===== config.mk =====
export PLATFORM = sky130hd
export DESIGN_NAME = conv_word_encoder
export DESIGN_NICKNAME = d
export VERILOG_FILES = /design/src/rtl/conv_word_encoder.sv
export SDC_FILE = /design/constraint.sdc
export NUM_CORES = 1
export LEC_CHECK = 0
export BUFFER_PORTS_ARGS = -buffer_cell sky130_fd_sc_hd__buf_2
export CAP_MARGIN = 10
export CORE_MARGIN = 2
export CORE_UTILIZATION = 54
export DETAILED_ROUTE_END_ITERATION = 12
export PLACE_DENSITY = 0.88
export SETUP_SLACK_MARGIN = 0.02
export SLEW_MARGIN = 20
export SYNTH_ARGS = -nofsm -noshare
export SYNTH_HDL_FRONTEND = slang
export SYNTH_SLANG_ARGS = --single-unit

===== constraint.sdc =====
create_clock -name clk -period 1.6 [get_ports clk]
set_input_delay 0.32 -clock clk [delete_from_list [all_inputs] [get_ports clk]]
set_output_delay 0.32 -clock clk [all_outputs]
set_load 0.01 [all_outputs]

===== src/rtl/conv_word_encoder.sv =====
// Rate-1/2 K=3 convolutional byte encoder: one bit per cycle, LSB first, packed into a
// 16-bit symbol word behind a one-word output buffer with valid/ready backpressure.
module conv_word_encoder #(
   parameter logic [2:0]  G0    = 3'b111,
   parameter logic [2:0]  G1    = 3'b101,
   parameter int unsigned CNT_W = 16
) (
   input  logic             clk,
   input  logic             rst,
   input  logic [7:0]       in_data,
   input  logic             in_valid,
   output logic             in_ready,
   input  logic             flush,
   output logic [15:0]      out_word,
   output logic             out_valid,
   input  logic             out_ready,
   output logic             out_last,
   output logic             busy,
   output logic [CNT_W-1:0] word_cnt
);

   typedef enum logic [1:0] {S_IDLE, S_SHIFT, S_HOLD} state_t;

   state_t           r_state;
   logic             r_s1;
   logic             r_s2;
   logic [2:0]       r_bit;
   logic [7:0]       r_sreg;
   logic [15:0]      r_acc;
   logic             r_last_tag;
   logic [15:0]      r_out_word;
   logic             r_out_valid;
   logic             r_out_last;
   logic [CNT_W-1:0] r_cnt;

   logic             w_d;
   logic [2:0]       w_taps;
   logic             w_b0;
   logic             w_b1;
   logic             w_free;
   logic             w_consume;

   assign w_d       = r_sreg[0];
   assign w_taps    = {w_d, r_s1, r_s2};
   assign w_b0      = ^(w_taps & G0);
   assign w_b1      = ^(w_taps & G1);
   assign w_consume = r_out_valid & out_ready;
   assign w_free    = !r_out_valid || out_ready;

   assign in_ready  = (r_state == S_IDLE) && !flush;
   assign busy      = (r_state != S_IDLE);
   assign out_word  = r_out_word;
   assign out_valid = r_out_valid;
   assign out_last  = r_out_last;
   assign word_cnt  = r_cnt;

   always_ff @(posedge clk) begin
      if (!rst) begin
         r_state     <= S_IDLE;
         r_s1        <= 1'b0;
         r_s2        <= 1'b0;
         r_bit       <= '0;
         r_sreg      <= '0;
         r_acc       <= '0;
         r_last_tag  <= 1'b0;
         r_out_word  <= '0;
         r_out_valid <= 1'b0;
         r_out_last  <= 1'b0;
         r_cnt       <= '0;
      end else begin
         if (w_consume) begin
            r_cnt       <= r_cnt + 1'b1;
            r_out_valid <= 1'b0;
         end
         case (r_state)
            S_IDLE: begin
               if (flush) begin
                  r_sreg     <= '0;
                  r_last_tag <= 1'b1;
                  r_bit      <= '0;
                  r_state    <= S_SHIFT;
               end else if (in_valid) begin
                  r_sreg     <= in_data;
                  r_last_tag <= 1'b0;
                  r_bit      <= '0;
                  r_state    <= S_SHIFT;
               end
            end
            S_SHIFT: begin
               // Symbols enter at the top so symbol 0 ends up in bits [1:0] after 8 shifts.
               r_acc  <= {w_b1, w_b0, r_acc[15:2]};
               r_sreg <= r_sreg >> 1;
               r_s1   <= w_d;
               r_s2   <= r_s1;
               r_bit  <= r_bit + 1'b1;
               if (r_bit == 3'd7) r_state <= S_HOLD;
            end
            S_HOLD: begin
               // A load in the same cycle as a consume keeps out_valid asserted.
               if (w_free) begin
                  r_out_word  <= r_acc;
                  r_out_valid <= 1'b1;
                  r_out_last  <= r_last_tag;
                  r_state     <= S_IDLE;
               end
            end
            default: r_state <= S_IDLE;
         endcase
      end
   end

endmodule

Word level (Yosys, flattened, before mapping)
Index checks and enable logic that the tools add are counted.
W data, S select, Z words.
Word-level totals
  register bits: 66
  input port bits: 13
  output and inout bits: 36
  word-level logic and storage cells: 50
Cells by class
  add/sub/neg operators: 2
  equality and inequality tests: 6
  muxes and demuxes: 16
  bitwise operators: 1
  reductions and logical operators: 14
Operators by type and width (number)
  $add A16 B1 Y16 const B: 1
  $mux W8: 2
  $pmux W8 S2: 1
  $mux W2: 4
  $mux W3: 2
  $pmux W2 S3: 1
  $pmux W3 S2: 1
  $reduce_and A2 Y1: 3
  $reduce_bool A2 Y1: 3
  $reduce_xor A3 Y1: 2
  $mux W1: 5
  $ne A2 B2 Y1 const B: 2
  $add A3 B1 Y3 const B: 1
  $eq A3 B3 Y1 const B: 1
  $ne A3 B3 Y1 const B: 1
  $reduce_and A3 Y1: 1
  $eq A2 B1 Y1 const B: 1
  $eq A2 B2 Y1 const B: 1
  $logic_not A1 Y1: 2
  $logic_not A2 Y1: 1
  $and A1 B1 Y1: 1
  $logic_and A1 B1 Y1: 1
  $logic_or A1 B1 Y1: 1

Longest topological paths before layout
  depth in word-level cells: 4
  mapped depth: 7
  mapped depth without buffers: 5

Worst setup path after synthesis
No wires, ideal clock.
  kind: reg-to-reg
  start: register r_out_valid, in the netlist out_valid
  end: register r_cnt[15], in the netlist word_cnt[15]
  setup time: 70 ps
  data arrival time: 1427 ps
  data required time: 1530 ps
  setup slack: 102 ps
  stages on the path, launching flop included: 6
  buffers on the path: 1
  period minus slack after synthesis: 1498 ps
  cell sequence: dfxtp_1 and4_1 buf_4 nand3_2 or4_1 a21oi_1
Between the ends
  longest elaborated chain between the ends: 1
RTL lines
  from (decl): RTL line 32  | logic r_out_valid;
  from (signal assigned): RTL line 67  | r_out_valid <= 1'b0;
  from (signal assigned): RTL line 73  | r_out_valid <= 1'b0;
  from (signal assigned): RTL line 102  | r_out_valid <= 1'b1;
  $and A1 B1 Y1: RTL line 47  | assign w_consume = r_out_valid & out_ready;
  to (signal assigned): RTL line 72  | r_cnt <= r_cnt + 1'b1;
  to (decl): RTL line 34  | logic [CNT_W-1:0] r_cnt;
No other way between the ends.
A chain may end at the register's enable or synchronous reset.

Worst setup path in the final report
  start: register r_state[1]
  end: output port in_ready
Between the ends
  longest elaborated chain between the ends: 2
RTL lines
  from (decl): RTL line 24  | state_t r_state;
  from (signal assigned): RTL line 59  | r_state <= S_IDLE;
  from (signal assigned): RTL line 81  | r_state <= S_SHIFT;
  from (signal assigned): RTL line 86  | r_state <= S_SHIFT;
  $logic_not A2 Y1: RTL line 50  | assign in_ready = (r_state == S_IDLE) && !flush;
  $logic_and A1 B1 Y1: RTL line 50
  to (decl): RTL line 12  | output logic in_ready,
No other way between the ends.

==> impl_metrics.toml <==
[yosys]
synth_nets = 336
syn_area_per_cell_um2 = 8.20
yosysTopAreaCell = "dfxtp_1"
ys_seq_elements = 66
yosysMostFrequentCell = "nand2_1"
ys_seq_area_share_pct = 50.3
synth_warnings = 0
synthCells = 320
synth_area_um2 = 2630
synth_edf_count = 0
synthArstFlopShare_pct = 0
synth_cell_types = 35
synth_top_area_share_pct = 50.3
synthTopCellsByCount = "74 x nand2_1, 66 x dfxtp_1, 48 x a21oi_1"
synthTopCellsByArea = "dfxtp_1 50%, nand2_1 11%, a21oi_1 9.2%, nor2_1 5.1%, xor2_1 4.3%"
ys.flop_type = "dfxtp_1"

[routing]
wire_per_inst_um = 12.8
ant_nets = 0
drc = 0
dr.pass1.iters = 4
vias_per_cell = 5.43
wl_um = 5570
drt_first_iter_violations = 158
vias = 2360

[critical_path]
r2r_end = "word_cnt[14]"
cp-start-kind = "register"
rr_worst_depth = 4
end_kind = "output pin"
cp.depth = 5
critPathRequiredTime_ns = 1.28
timing.rr.start = "word_cnt[8]"
critPathBufInv = 3
cp-startpoint = "r_state[1]"
r2r_setup_slack_ns = 0.09
cp_top_family = "flip-flops"
critPathSlowestCell = "dfxtp_2"
critPathMaxStageDelay_ns = 0.33
path_max_fanout = 7
endpoint = "in_ready"
worstPathCellList = "buf_6 -> nor2_4 -> clkinv_4 -> nor2_4 -> buf_6"
path_class = "reg -> out"
arrival_ns = 1.23

[grt]
grt_first_pass_wirelength_um = 8880
grt_max_degree = 47
track_usage_pct = 21.1
antenna_found_initial = 0
grt_pass1_vias = 2092
grt_overflow_total = 0

[power_and_ir_drop]
p_int_mw = 2.54
p_total_mw = 3.30
swShare_pct = 22.9
p_sw_uw = 755
pwr-share-clk_pct = 43.4
leakagePower_nw = 1.37
max-vdd-ir-drop_v = 0.000667
combinationalPowerShare_pct = 5.3
power_density_nw_per_um2 = 1020
power.share.sequential_pct = 51.3

[floorplanning]
initial_utilization_pct = 55.9
core_area_um2 = 4690
rows = 25
dieArea_um2 = 5430
die_h_um = 73.7
die_w_um = 73.7
io_pins = 49

[placement]
globalplace.congestion = 0.828
dp_slack_ns = -0.216
hpwl_um = 3500
io_buffers = 48
placed_cells = 417

[timing]
skew_ns = 0.00896
setup_tns_ns = 0
slew_viol_final = 0
fin_crit_ns = 1.55
slew_headroom_pct = 54.5
grt_setup_unrepaired = "yes"
finalSetupViolCount = 0
finalCritPeriodShare_pct = 96.9
fin_ws_ns = 0.0492
finalHoldViolCount = 0
hold_ws_ns = 0.290
fmax_ghz = 0.645
max_slew.worst_pin.slew_ns = 0.679

[cts]
h-tree-depth = 3
cts_tree = "built"
cts_root_buffer = "clkbuf_8"
insertion_delay_ns = 0.34
postCtsHoldBufs = 0
cts.sinks = 66
clkTransAtPathRegs_ns = 0.07
cts_inserted_buffers = 9
clockBufferDepth = 2

[final_layout]
stdcell_count = 435
drive_gt1_share_pct = 23.9
num-nets-final = 392
num_antenna_cells = 0
multiInputGateArea_um2 = 1190
fillCellCount = 375
area_growth_pct = 22.6
register_area_um2 = 1320

[min_path]
worst_hold_path.num_cells = 3
hold_class = "in -> reg"

[run_status]
status = "complete, no violations"

[flow_run]
cap_violations = 0
==> power by group through the flow <==
stage          logic, mW  clock network (mW)  registers [mW]
2_1_floorplan      0.108                   0            1.72
3_3_place_gp       0.158                   0            1.72
3_5_place_dp       0.161                   0            1.73
4_1_cts            0.168                1.44            1.69
5_1_grt            0.197                1.49            1.69
6_report           0.175                1.43            1.69
==> cell type report <==
cell class	instances	share of cell area, %
Clock buffer	12	4.82
Clock inverter	4	1.55
Inverter	10	1.32
Multi-Input combinational cell	223	37.0
Sequential cell	66	41.1
Tap cell	54	2.10
Timing Repair Buffer	66	12.1
==> worst min path at each step <==
| stage | slack, ns | start | to |
|---|---|---|---|
| 2_1_floorplan | 0.43 | r_last_tag | out_last |
| 3_3_place_gp | 0.44 | out_word[4] | out_word[4] |
| 3_5_place_dp | 0.44 | out_word[4] | out_word[4] |
| 4_1_cts | 0.28 | rst | r_sreg[0] |
| 5_1_grt | 0.29 | rst | r_sreg[1] |
| 6_report | 0.29 | rst | r_sreg[1] |
==> per-layer routing <==
metal | wire (um) | GRT usage, %
met5 | 0 | 0
met4 | 109 | 12.5
met3 | 229 | 4.25
met2 | 2750 | 35.4
met1 | 2480 | 24.8
==> state kept, by name, summed over array words and instances (netlist names), 2 cells and up <==
signal,cells
r_state,2
r_sreg,8
out_word,16
r_bit,3
word_cnt,16
r_acc,16
==> placed cells by master, fill, tap and decap left out, types with 2 or more instances in the layout <==
cell type	instances
a21oi_1	48
a22oi_1	3
and4_1	5
buf_2	47
buf_4	16
buf_6	3
clkbuf_8	11
clkinvlp_4	2
dfxtp_1	64
dfxtp_2	2
ha_1	3
inv_1	8
nand2_1	74
nand2b_1	3
nand3_1	4
nand4_1	6
nor2_1	34
nor2_4	2
nor3_1	2
o21ai_0	2
o221ai_1	5
o31ai_1	2
or4_1	2
xor2_1	13
==> cell families (layout without fill, tap and decap cells) <==
kind of cell	count (synthesis)	in the layout	share of synthesized area, %
AO/OA/AOI/OAI	63	63	13.8
XOR/XNOR	14	14	4.67
adder cells (fa/ha/maj)	3	3	1.43
buffers and inverters	31	92	4.96
flip-flops	66	66	50.3
AND/OR/NAND/NOR	143	143	24.8
==> metrics by stage <==
step	cell area [um2]	util [%]
after floorplan	2630	-
after global placement	2960	63.1
after detailed placement	2960	63.1
after CTS	3190	68.0
after global routing	3220	68.6
final	3220	68.6
==> worst register-to-register path, stage by stage, from the launching register on <==
cell and delay (ns):
dfxtp_1 0.40, and4_1 0.31, nand4_4 0.16, or4_1 0.43, a21oi_1 0.15
==> repair_timing <==
action | CTS | global route
gates cloned | 0 | 0
endpoints found under the setup margin | 19 | 1
pin swaps | 1 | 1
setup buffers | 0 | 2
gates resized for setup | 8 | 4
Power figures use the tool's default switching activity.
